==> config.mk <==
export PLATFORM = sky130hd
export DESIGN_NAME = cpu_trap_unit
export DESIGN_NICKNAME = d
export VERILOG_FILES = /design/src/rtl/cpu_trap_unit.sv
export SDC_FILE = /design/constraint.sdc
export NUM_CORES = 1
export LEC_CHECK = 0
export ABC_AREA = 0
export CORE_AREA = 4 4 141 143
export CTS_CLUSTER_SIZE = 20
export DETAILED_ROUTE_END_ITERATION = 8
export DIE_AREA = 0 0 145 147
export HOLD_SLACK_MARGIN = 0.15
export PLACE_DENSITY = 0.79
export SLEW_MARGIN = 30
export SYNTH_ARGS = -nofsm -noshare
export SYNTH_HDL_FRONTEND = slang
export SYNTH_SLANG_ARGS = --single-unit
export TNS_END_PERCENT = 5
==> constraint.sdc <==
create_clock -name clk -period 5.5 [get_ports clk]
set_input_delay 0.825 -clock clk [delete_from_list [all_inputs] [get_ports clk]]
set_output_delay 0.825 -clock clk [all_outputs]
set_load 0.1 [all_outputs]
==> src/rtl/cpu_trap_unit.sv <==
// Machine-mode trap responder.
//
// Owns the M-mode trap CSRs and, when an instruction commits in RUN, decides
// between interrupt entry, exception entry, mret or a plain CSR write. A trap
// or mret parks the unit in REDIRECT, where it presents the new PC to fetch
// and stalls the core until fetch accepts it.
//
// Ports:
//   clk, rst          single clock, synchronous active-high reset
//   instr_valid       an instruction commits; qualifies pc..csr_wdata
//   pc, instr         PC and raw encoding of the committing instruction
//   exception         synchronous exception, cause in exception_cause
//   mret              committing instruction is mret
//   csr_write         committing instruction writes csr_addr with csr_wdata
//   csr_addr          CSR address for both read and write
//   csr_rdata         combinational read of csr_addr
//   irq_ext, irq_timer level interrupt lines, sampled only when deciding
//   redirect_valid/pc/ready  redirect handshake towards fetch
//   stall             high exactly while a redirect is pending
//   trap_taken        one-cycle pulse after a trap (not mret) is entered
module cpu_trap_unit #(
  parameter logic [31:0] RESET_MTVEC = 32'h0000_0100
) (
  input  logic        clk,
  input  logic        rst,
  input  logic        instr_valid,
  input  logic [31:0] pc,
  input  logic [31:0] instr,
  input  logic        exception,
  input  logic [1:0]  exception_cause,
  input  logic        mret,
  input  logic        csr_write,
  input  logic [11:0] csr_addr,
  input  logic [31:0] csr_wdata,
  output logic [31:0] csr_rdata,
  input  logic        irq_ext,
  input  logic        irq_timer,
  output logic        redirect_valid,
  output logic [31:0] redirect_pc,
  input  logic        redirect_ready,
  output logic        stall,
  output logic        trap_taken
);

  localparam logic [11:0] CsrMstatus  = 12'h300;
  localparam logic [11:0] CsrMie      = 12'h304;
  localparam logic [11:0] CsrMtvec    = 12'h305;
  localparam logic [11:0] CsrMscratch = 12'h340;
  localparam logic [11:0] CsrMepc     = 12'h341;
  localparam logic [11:0] CsrMcause   = 12'h342;
  localparam logic [11:0] CsrMtval    = 12'h343;
  localparam logic [11:0] CsrMip      = 12'h344;

  typedef enum logic [0:0] {StRun, StRedirect} state_e;

  state_e      state_q;
  logic        mstatus_mie_q;
  logic        mstatus_mpie_q;
  logic        mie_meie_q;
  logic        mie_mtie_q;
  logic [31:0] mtvec_q;
  logic [31:0] mscratch_q;
  logic [31:0] mepc_q;
  logic [31:0] mcause_q;
  logic [31:0] mtval_q;
  logic [31:0] redirect_pc_q;
  logic        trap_taken_q;

  logic        irq_ext_en;
  logic        irq_timer_en;
  logic        irq_pending;
  logic        decide;
  logic        take_irq;
  logic        take_exc;
  logic        take_trap;
  logic        take_mret;
  logic        do_write;
  logic [4:0]  irq_code;
  logic [31:0] trap_base;
  logic [31:0] trap_cause;
  logic [31:0] trap_tval;
  logic [31:0] trap_target;

  // Decision priority: interrupt, exception, mret, plain CSR write.
  always_comb begin
    irq_ext_en   = mie_meie_q & irq_ext;
    irq_timer_en = mie_mtie_q & irq_timer;
    irq_pending  = mstatus_mie_q & (irq_ext_en | irq_timer_en);
    decide       = (state_q == StRun) & instr_valid;
    take_irq     = decide & irq_pending;
    take_exc     = decide & ~irq_pending & exception;
    take_trap    = take_irq | take_exc;
    take_mret    = decide & ~irq_pending & ~exception & mret;
    do_write     = decide & ~irq_pending & ~exception & ~mret & csr_write;
  end

  always_comb begin
    irq_code    = irq_ext_en ? 5'd11 : 5'd7;
    trap_base   = {mtvec_q[31:2], 2'b00};
    trap_cause  = 32'd0;
    trap_tval   = 32'd0;
    trap_target = trap_base;
    if (irq_pending) begin
      trap_cause = {1'b1, 26'd0, irq_code};
      // Vectored mode offsets only interrupts, by 4 x cause code.
      if (mtvec_q[0]) begin
        trap_target = trap_base + {25'd0, irq_code, 2'b00};
      end
    end else begin
      case (exception_cause)
        2'b01: begin
          trap_cause = 32'd3;
          trap_tval  = pc;
        end
        2'b10: begin
          trap_cause = 32'd11;
          trap_tval  = 32'd0;
        end
        default: begin
          // Reserved cause 2'b11 is reported as illegal instruction.
          trap_cause = 32'd2;
          trap_tval  = instr;
        end
      endcase
    end
  end

  always_comb begin
    csr_rdata = 32'd0;
    case (csr_addr)
      CsrMstatus:  csr_rdata = {24'd0, mstatus_mpie_q, 3'd0, mstatus_mie_q, 3'd0};
      CsrMie:      csr_rdata = {20'd0, mie_meie_q, 3'd0, mie_mtie_q, 7'd0};
      CsrMtvec:    csr_rdata = mtvec_q;
      CsrMscratch: csr_rdata = mscratch_q;
      CsrMepc:     csr_rdata = mepc_q;
      CsrMcause:   csr_rdata = mcause_q;
      CsrMtval:    csr_rdata = mtval_q;
      CsrMip:      csr_rdata = {20'd0, irq_ext, 3'd0, irq_timer, 7'd0};
      default:     csr_rdata = 32'd0;
    endcase
  end

  always_ff @(posedge clk) begin
    if (rst) begin
      state_q        <= StRun;
      mstatus_mie_q  <= 1'b0;
      mstatus_mpie_q <= 1'b0;
      mie_meie_q     <= 1'b0;
      mie_mtie_q     <= 1'b0;
      mtvec_q        <= {RESET_MTVEC[31:2], 1'b0, RESET_MTVEC[0]};
      mscratch_q     <= 32'd0;
      mepc_q         <= 32'd0;
      mcause_q       <= 32'd0;
      mtval_q        <= 32'd0;
      redirect_pc_q  <= 32'd0;
      trap_taken_q   <= 1'b0;
    end else begin
      trap_taken_q <= 1'b0;
      case (state_q)
        StRun: begin
          if (take_trap) begin
            mepc_q         <= {pc[31:2], 2'b00};
            mcause_q       <= trap_cause;
            mtval_q        <= trap_tval;
            mstatus_mpie_q <= mstatus_mie_q;
            mstatus_mie_q  <= 1'b0;
            redirect_pc_q  <= trap_target;
            trap_taken_q   <= 1'b1;
            state_q        <= StRedirect;
          end else if (take_mret) begin
            mstatus_mie_q  <= mstatus_mpie_q;
            mstatus_mpie_q <= 1'b1;
            redirect_pc_q  <= mepc_q;
            state_q        <= StRedirect;
          end else if (do_write) begin
            case (csr_addr)
              CsrMstatus: begin
                mstatus_mie_q  <= csr_wdata[3];
                mstatus_mpie_q <= csr_wdata[7];
              end
              CsrMie: begin
                mie_meie_q <= csr_wdata[11];
                mie_mtie_q <= csr_wdata[7];
              end
              CsrMtvec:    mtvec_q    <= {csr_wdata[31:2], 1'b0, csr_wdata[0]};
              CsrMscratch: mscratch_q <= csr_wdata;
              CsrMepc:     mepc_q     <= {csr_wdata[31:2], 2'b00};
              CsrMcause:   mcause_q   <= csr_wdata;
              CsrMtval:    mtval_q    <= csr_wdata;
              default:     ;
            endcase
          end
        end
        StRedirect: begin
          if (redirect_ready) begin
            state_q <= StRun;
          end
        end
        default: state_q <= StRun;
      endcase
    end
  end

  assign redirect_valid = (state_q == StRedirect);
  assign stall          = (state_q == StRedirect);
  assign redirect_pc    = redirect_pc_q;
  assign trap_taken     = trap_taken_q;

endmodule

# After elaboration in Yosys (flattened, before gate mapping)
# Cells that the tools add are included.
dict set report totals {
  in_bits 119
  wordCells 94
  regBits 197
  output_inout_bits 67
}
dict set report op_classes {
  bitwise 19
  reduce_logical 16
  n_eq_ne 11
  muxes 35
  n_addsub 1
}
# cell n
set ops {}
lappend ops {{32-bit two-way mux} 18}
lappend ops {{32-bit one-hot mux with 8 select lines} 1}
lappend ops {{12-bit by 10-bit == test with 1-bit output, second input constant} 8}
lappend ops {{32-bit one-hot mux with 2 select lines} 1}
lappend ops {{32-bit by 6-bit adder with 32-bit output} 1}
lappend ops {{5-bit AND reduction} 3}
lappend ops {{1-bit two-way mux} 12}
lappend ops {{4-bit AND reduction} 3}
lappend ops {{1-bit AND} 11}
lappend ops {{2-bit nonzero test} 5}
lappend ops {{4-bit one-hot mux with 2 select lines} 1}
lappend ops {{1-bit NOT} 6}
lappend ops {{3-bit nonzero test} 2}
lappend ops {{4-bit two-way mux} 1}
lappend ops {{3-bit AND reduction} 1}
lappend ops {{2-bit by 1-bit == test with 1-bit output, second input constant} 1}
lappend ops {{2-bit == test, second input constant} 1}
lappend ops {{2-bit != test, second input constant} 1}
lappend ops {{1-bit OR} 2}
lappend ops {{1-bit one-hot mux with 2 select lines} 1}
lappend ops {{2-bit AND reduction} 1}
lappend ops {{2-bit OR reduction} 1}

# Logic depth before layout (Yosys ltp)
# Gate-level depths: netlist of the first run.
dict set report depth {
  word_depth 11
  depth_mapped 9
}

# Least setup slack after synthesis of the first run
# Ideal clock, no wire load.
dict set report synth_timing {
  kind {input to output}
  startpoint {input port csr_addr[5]}
  endpoint {output port csr_rdata[10]}
  t_required_ns 4.675
  path_buffers 2
  path_slack_ns 0.601
  stages 6
  arrival_time_ns 4.074
  cell_sequence {nor4b_1 > nor2b_1 > buf_2 > clkbuf_1 > a22oi_1 > o21ai_0}
}
dict set report synth_between {
  elab_chain_cells 2
  word_cells_on_any_way 9
}
# element line_no
set synth_lines {}
lappend synth_lines {{from (decl)} 33} ;# input logic [11:0] csr_addr,
lappend synth_lines {{12-bit by 10-bit == test with 1-bit output} 130} ;# case (csr_addr)
lappend synth_lines {{32-bit one-hot mux with 8 select lines (*)} 130}
lappend synth_lines {{to (decl)} 35} ;# output logic [31:0] csr_rdata,
# Mark *: on every way between the ends. The rest lies on a longest branch, timed or not.

# Worst setup path after layout of the first run
dict set report layout_timing {
  startpoint {input port csr_addr[5]}
  endpoint {output port csr_rdata[9]}
}
# Same word-level chain as after synthesis.

==> metrics.csv, run 1 <==
stage,metric,value,unit
floorplan,dieArea,0.02132,mm²
synth,synthAdderAreaFrac,0.3717,%
flow_run,maxCapViolations,0,
setup_path,cp-end-kind,output pin,
floorplan,die_y,147,µm
drt,drt_first_pass_iters,8,
placement,dp_slack,1.029,ns
synth,synthTopCellsByArea,"dfxtp_1 (38%), nand2_1 (11%), a22oi_1 (4.8%)",
synth,synth_cell_types,62,
synth,yosys-top-cells-count,"nand2_1 (293), dfxtp_1 (193), nor2_1 (101)",
sta,setup_viol,0,
synth,syn-instance-count,1312,
outcome,status,"finished, final reports clean",
sta,layout_setup_ws,0.9737,ns
clock_tree,cts-root-buf,clkbuf_16,
synth,yosysTopAreaCellShare,38.26,%
setup_path,crit_required,4.68,ns
placement,gp_congestion,0.9585,
global_route,antenna_found_initial,0,
global_route,gr-total-overflow,0,
pwr,power.density,256.5,mW/mm²
pwr,vdd_ir_drop_max,225.5,µV
sta,hold_viol,0,
setup_path,cp.arrival,3.70,ns
drt,via_per_inst,6.552,
clock_tree,cts_max_level,4,
global_route,grt_pass1_wl,56340,µm
synth,synthMuxAreaShare,4.089,%
setup_path,worstPathMaxFanout,24,
sta,tightestPinTransition,0.9967,ns
synth,syn-cell-area,0.01010,mm²
worst_hold_path,min_path_type,reg2reg,
layout,drive_gt1_share,7.293,%
drt,routed_wl,36520,µm
synth,synth_edf_count,0,
synth,synthSimpleGateAreaFrac,23.53,%
clock_tree,cts_setup_buffers,0,
synth,synth_compound_area_share,26.71,%
synth,avgSynthCellArea,7.697,µm²
clock_tree,cts.path.max_buffers,2,
floorplan,start_util,54.35,%
placement,port_buffers,183,
layout,areaGrowthSynthToFinish,22.86,%
sta,fmaxAchievable,220.9,MHz
pwr,power,0.003183,W
sta,period_needed,4.526,ns
sta,slew_violations,0,
sta,clock_skew,0.01136,ns
drt,wl_per_cell,22.00,µm
clock_tree,ctsResizeCount,0,
clock_tree,holdBufCountCts,0,
drt,postRouteAntennaNets,0,
synth,synth_xor_area_share,1.301,%
global_route,grt_usage,32.91,%
pwr,leakage,4.394,nW
drt,drc,0,
clock_tree,clkSlewWorstSetupHoldPaths,0.07,ns
clock_tree,cts_buffers,17,
floorplan,die_x,145,µm
placement,dp_hpwl,24590,µm
sta,tns,0,ns
synth,yosys_warnings,0,
synth,synth.most_common_cell,nand2_1,
sta,slew_headroom,33.55,%
clock_tree,cts.sinks,193,
floorplan,core,0.01858,mm²
synth,synth_top_family_by_area,compound AO/OA/AOI/OAI gates,
clock_tree,insertion_delay,0.44,ns
layout,antenna_cells,0,
global_route,grt_max_degree,90,
sta,finalCritPeriodShare,82.30,%
synth,yosysSeqAreaShare,38.26,%
synth,synth_top_area_cell,dfxtp_1,
sta,rsz0062_at_grt,false,
setup_path,startpoint_type,primary input,
synth,synth_seq_cells,193,
drt,first_iter_violations,1681,
floorplan,ios,186,
synth,synth_ff_type,dfxtp_1,
layout,nets,1537,
floorplan,rows,50,
synth,async_flop_share,0,%
setup_path,path_class,in2out,
drt,vias,10876,
clock_tree,tritoncts,done,
global_route,grt_pass1_vias,10092,
[state kept, by name, summed over array words and instances, names as in the netlist]
name and count:
mcause_q 32, mepc_q 30, mie_meie_q 1, mie_mtie_q 1, mscratch_q 32, mstatus_mie_q 1, mstatus_mpie_q 1, mtval_q 32
mtvec_q 31, redirect_pc 30, redirect_valid 1, trap_taken 1
[worst paths after layout]
| kind | startpoint | to | slack, ns | cells past startpoint |
|---|---|---|---|---|
| setup reg to reg | mie_meie_q$_SDFFE_PP0P_ | mtvec_q[10]$_SDFFE_PP0P_ | 2.42 | 7 |
| hold / removal | mscratch_q[8]$_SDFFE_PP0P_ | mscratch_q[8]$_SDFFE_PP0P_ | 0.45 | 2 |
| hold reg to reg | mscratch_q[8]$_SDFFE_PP0P_ | mscratch_q[8]$_SDFFE_PP0P_ | 0.45 | 2 |
| setup / recovery | csr_addr[5] | csr_rdata[9] | 0.97 | 7 |
[placed cells by master (no fill, tap or decap), types with 3 or more instances in the layout]
cell,count
o221ai_1,25
xnor2_1,15
or3_1,5
nor4b_1,3
a221o_1,7
mux2i_1,39
a211oi_1,5
o211ai_1,5
and2_1,6
clkbuf_1,8
nor2b_1,7
o21ai_0,60
clkdlybuf4s50_1,150
a2111oi_0,7
a311oi_1,31
a31oi_1,15
a32oi_1,3
nor2_1,101
nor3_1,43
a21o_1,3
o22ai_1,5
a221oi_1,25
a22o_1,26
buf_4,59
nand2b_1,6
nand2_1,293
a21oi_1,80
nand4_1,11
dfxtp_1,193
clkbuf_16,17
o31a_1,3
and3_1,12
a22oi_1,64
nand3_1,21
o21a_1,3
nor4_1,11
inv_1,10
[final cells by class]
class / instances / area [µm²]
multi-input combinational: 983 / 5728
tap: 234 / 292.8
clock buffer: 25 / 455.4
fill: 1577 / 6173
inverter: 11 / 41.29
clock inverter: 5 / 81.33
timing repair buffer: 209 / 1944
sequential: 193 / 3864
[per-layer routing]
metal  vias up  track usage [%]  share of wire, %
met5         -                0                 0
met4         0            13.49               3.2
li1       4968                -                 -
met3        92            7.958                15
met1      5004            45.76                39
met2       812            49.32                43
[through the flow]
stage	hold slack (ns)	std cells	cell area [µm²]	util [%]
after detailed placement	0.4437	1630	11860	63.83
after floorplan	0.4312	1313	10100	-
after global routing	0.4672	1660	12410	66.77
after CTS	0.4529	1660	12400	66.72
final	0.4527	1660	12410	66.77
after global placement	0.4385	1630	11850	63.78
[cell families (layout without fill, tap and decap cells)]
family / after synthesis / after routing
compound gates: 384 / 384
xor+xnor: 15 / 15
fa+ha+maj: 3 / 3
buf+inv: 137 / 250
flops: 193 / 193
mux: 41 / 41
other cells: 1 / 2
simple gates: 538 / 538
[worst max-delay path: stages]
cell             delay [ns]
clkdlybuf4s50_1        0.44
nor4b_1                0.50
and2_2                 0.58
buf_4                  0.41
a22oi_1                0.14
o21ai_0                0.42
buf_4                  0.38
[report_power, final]
group,leakage [nW],switching (W),internal [W]
sequential,1.57,0.0000483,0.00145
clock,0.256,0.000523,0.000666
combinational,2.57,0.000322,0.000178
total,4.39,0.000893,0.00229
Power figures use the tool's default switching activity.
==> run 2, diff against run 1 <==
--- a/config.mk
+++ b/config.mk
@@ -6,12 +6,12 @@
 export NUM_CORES = 1
 export LEC_CHECK = 0
 export ABC_AREA = 0
-export CORE_AREA = 4 4 141 143
+export CORE_AREA = 4 4 144 146
 export CTS_CLUSTER_SIZE = 20
 export DETAILED_ROUTE_END_ITERATION = 8
-export DIE_AREA = 0 0 145 147
+export DIE_AREA = 0 0 148 150
 export HOLD_SLACK_MARGIN = 0.15
-export PLACE_DENSITY = 0.79
+export PLACE_DENSITY = 0.76
 export SLEW_MARGIN = 30
 export SYNTH_ARGS = -nofsm -noshare
 export SYNTH_HDL_FRONTEND = slang
==> constraint.sdc (replaced) <==
create_clock -name clk -period 4.2 [get_ports clk]
set_input_delay 0.63 -clock clk [delete_from_list [all_inputs] [get_ports clk]]
set_output_delay 0.63 -clock clk [all_outputs]
set_load 0.1 [all_outputs]
==> run 2 against run 1 <==
- clock power is 35% higher
- clock skew is 0.0014 ns lower
- via count is 0.46% higher
- setup slack worse by 0.70 ns
- total power is 33% higher
- first-iteration DRC count is 20% lower
- flip-flop and latch count stayed put
- core utilization is 0.43 points higher
- highest routed layer unchanged
- register-to-register slack worse by 0.87 ns
- largest cell class unchanged
- count of clock-buffer cells in the layout is 7 lower
- combinational power is 33% higher
==> metrics.csv, run 2 (synthesis results as in run 1) <==
stage,metric,value,unit,change
outcome,status,"finished, final reports clean",,
sta,period_needed,3.927,ns,
layout,fillers,1697,,+7.6%
setup_path,cp_top_family,simple AND/OR/NAND/NOR gates,,
global_route,grt_pass1_vias,10043,,-0.49%
worst_hold_path,worstHoldPathCells,2,,unchanged
layout,fin_area,0.01304,mm²,+5.1%
floorplan,dieArea,0.02220,mm²,+4.2%
sta,tns,0,ns,unchanged
global_route,antenna_found_initial,0,,unchanged
floorplan,die_x,148,µm,+2.1%
placement,port_buffers,183,,unchanged
drt,first_iter_violations,1344,,-20%
layout,mostFrequentLayoutCells,"nand2_1 (293), dfxtp_1 (193), clkdlybuf4s50_1 (150)",,
pwr,p_int,0.002941,W,+28%
drt,wl_per_cell,22.19,µm,+0.85%
pwr,seqPwrFrac,46.2,%,-0.8 points
placement,gp_congestion,0.9728,,+1.5%
setup_path,crit_required,3.57,ns,-1.11 ns
sta,clock_skew,0.009944,ns,-0.001414 ns
sta,setup_viol,0,,unchanged
floorplan,ios,186,,unchanged
layout,final_common_cell,nand2_1,,
clock_tree,cts-root-buf,clkbuf_16,,
global_route,grt_usage,33.20,%,+0.28 points
pwr,leakage,4.582,nW,+4.3%
clock_tree,cts_buffers,17,,unchanged
clock_tree,clkSlewWorstSetupHoldPaths,0.07,ns,about the same
sta,hold_viol,0,,unchanged
drt,drt_first_pass_iters,5,,-3
pwr,vdd_ir_drop_max,306.0,µV,+36%
drt,vias,10926,,+0.46%
placement,place_inst,1673,,+2.6%
clock_tree,ctsResizeCount,0,,unchanged
worst_hold_path,min_path_type,reg2reg,,
layout,drive_gt1_share,8.542,%,+1.2 points
setup_path,cp.depth,7,,unchanged
sta,holdWs,0.4551,ns,+0.002472 ns
drt,drc,0,,unchanged
clock_tree,cts_max_level,4,,unchanged
clock_tree,cts.sinks,193,,unchanged
setup_path,max_stage_delay,0.61,ns,+0.03 ns
layout,areaGrowthSynthToFinish,29.10,%,
pwr,power_frac_comb,15.7,%,about the same
sta,tightestPinTransition,0.9896,ns,-0.007109 ns
pwr,clkPwrFrac,38.1,%,+0.7 points
layout,reg_top3,"mcause_q (32), mscratch_q (32), mtval_q (32)",,
clock_tree,insertion_delay,0.43,ns,about the same
layout,stdcell_count,1706,,+2.8%
placement,placed_area,0.01245,mm²,+5.0%
layout,nets,1549,,+0.78%
floorplan,rows,51,,+2.0%
sta,rsz0062_at_grt,false,,
floorplan,die_y,150,µm,+2.0%
sta,slew_violations,0,,unchanged
placement,dp_hpwl,26500,µm,+7.8%
pwr,power,0.004235,W,+33%
setup_path,cp-end-kind,output pin,,
drt,via_per_inst,6.404,,-2.2%
clock_tree,cts.path.max_buffers,2,,unchanged
global_route,grt_pass1_wl,58130,µm,+3.2%
drt,postRouteAntennaNets,0,,unchanged
floorplan,core,0.01940,mm²,+4.4%
global_route,gr-total-overflow,0,,unchanged
drt,routed_wl,37850,µm,+3.6%
floorplan,start_util,52.06,%,-2.3 points
clock_tree,holdBufCountCts,0,,unchanged
clock_tree,cts_setup_buffers,0,,unchanged
clock_tree,tritoncts,done,,
sta,finalCritPeriodShare,93.50,%,
pwr,power_switching_share,30.56,%,+2.5 points
setup_path,r2r_cells,6,,-1
sta,fmaxAchievable,254.7,MHz,
setup_path,path_cells,"clkdlybuf4s50_1, nor4b_1, nor2b_4, buf_4, a22oi_1, o21ai_0, buf_12",,
setup_path,slowest_stage,nor2b_4,,
setup_path,path_class,in2out,,
sta,slew_headroom,33.82,%,+0.27 points
pwr,p_sw,0.001294,W,+45%
global_route,grt_max_degree,92,,+2.2%
setup_path,worstPathMaxFanout,19,,-21%
flow_run,maxCapViolations,0,,unchanged
setup_path,startpoint_type,primary input,,
setup_path,crit_buf_inv,3,,unchanged
setup_path,cp.arrival,3.30,ns,-0.40 ns
pwr,power.density,324.8,mW/mm²,+27%
run 2: worst register-to-register path: stages, from the launching register on:
cell,delay (ns)
dfxtp_1,0.64
and2_1,0.47
nand3_1,0.24
buf_4,0.24
a2111oi_0,0.54
nor3_1,0.12
a221o_1,0.28
run 2: layout make-up:
cell class	instances	area (µm²)	area share, %
well taps	265	331.6	2.543
diodes	1	2.502	0.01919
repair buffers	221	2514	19.28
clock inverters	14	142.6	1.094
flip-flops and latches	193	3864	29.64
inverters	11	41.29	0.3167
multi-input cells	983	5703	43.74
clock buffers	18	439.2	3.369
run 2: routing by layer:
layer  part of all wire [%]  global-route usage [%]  vias up  routed length, µm
met5                      0                       0        -                  0
met4                    2.1                   8.360        0                805
met3                     13                   7.177       72               4901
met2                     44                   51.86      729              16780
met1                     41                   46.88     5127              15360
li1                       -                       -     4998                  -
run 2: per-stage QoR:
| stage | worst slack, ns | util (%) |
|---|---|---|
| 6_report | 0.2731 | 67.21 |
| 5_1_grt | 0.2035 | 67.20 |
| 4_1_cts | 0.3493 | 67.18 |
| 3_5_place_dp | 0.3612 | 64.18 |
| 3_3_place_gp | 0.3664 | 64.18 |
| 2_1_floorplan | -0.3090 | - |
run 2: power by group through the flow:
stage | sequential [W] | clock [W] | combinational, W
4_1_cts | 0.00195 | 0.00162 | 0.000656
6_report | 0.00196 | 0.00161 | 0.000665
2_1_floorplan | 0.00208 | 0 | 0.000279
5_1_grt | 0.00196 | 0.00170 | 0.000708
3_3_place_gp | 0.00199 | 0 | 0.000646
3_5_place_dp | 0.00200 | 0 | 0.000654
run 2: worst paths after layout:
| path | start | endpoint | slack (ns) |
|---|---|---|---|
| max reg2reg | mstatus_mie_q$_SDFFE_PP0P_ | redirect_pc[22]$_SDFFE_PP0P_ | 1.55 |
| max | csr_addr[5] | csr_rdata[6] | 0.27 |
| min reg2reg | mscratch_q[25]$_SDFFE_PP0P_ | mscratch_q[25]$_SDFFE_PP0P_ | 0.46 |
| min | mscratch_q[25]$_SDFFE_PP0P_ | mscratch_q[25]$_SDFFE_PP0P_ | 0.46 |
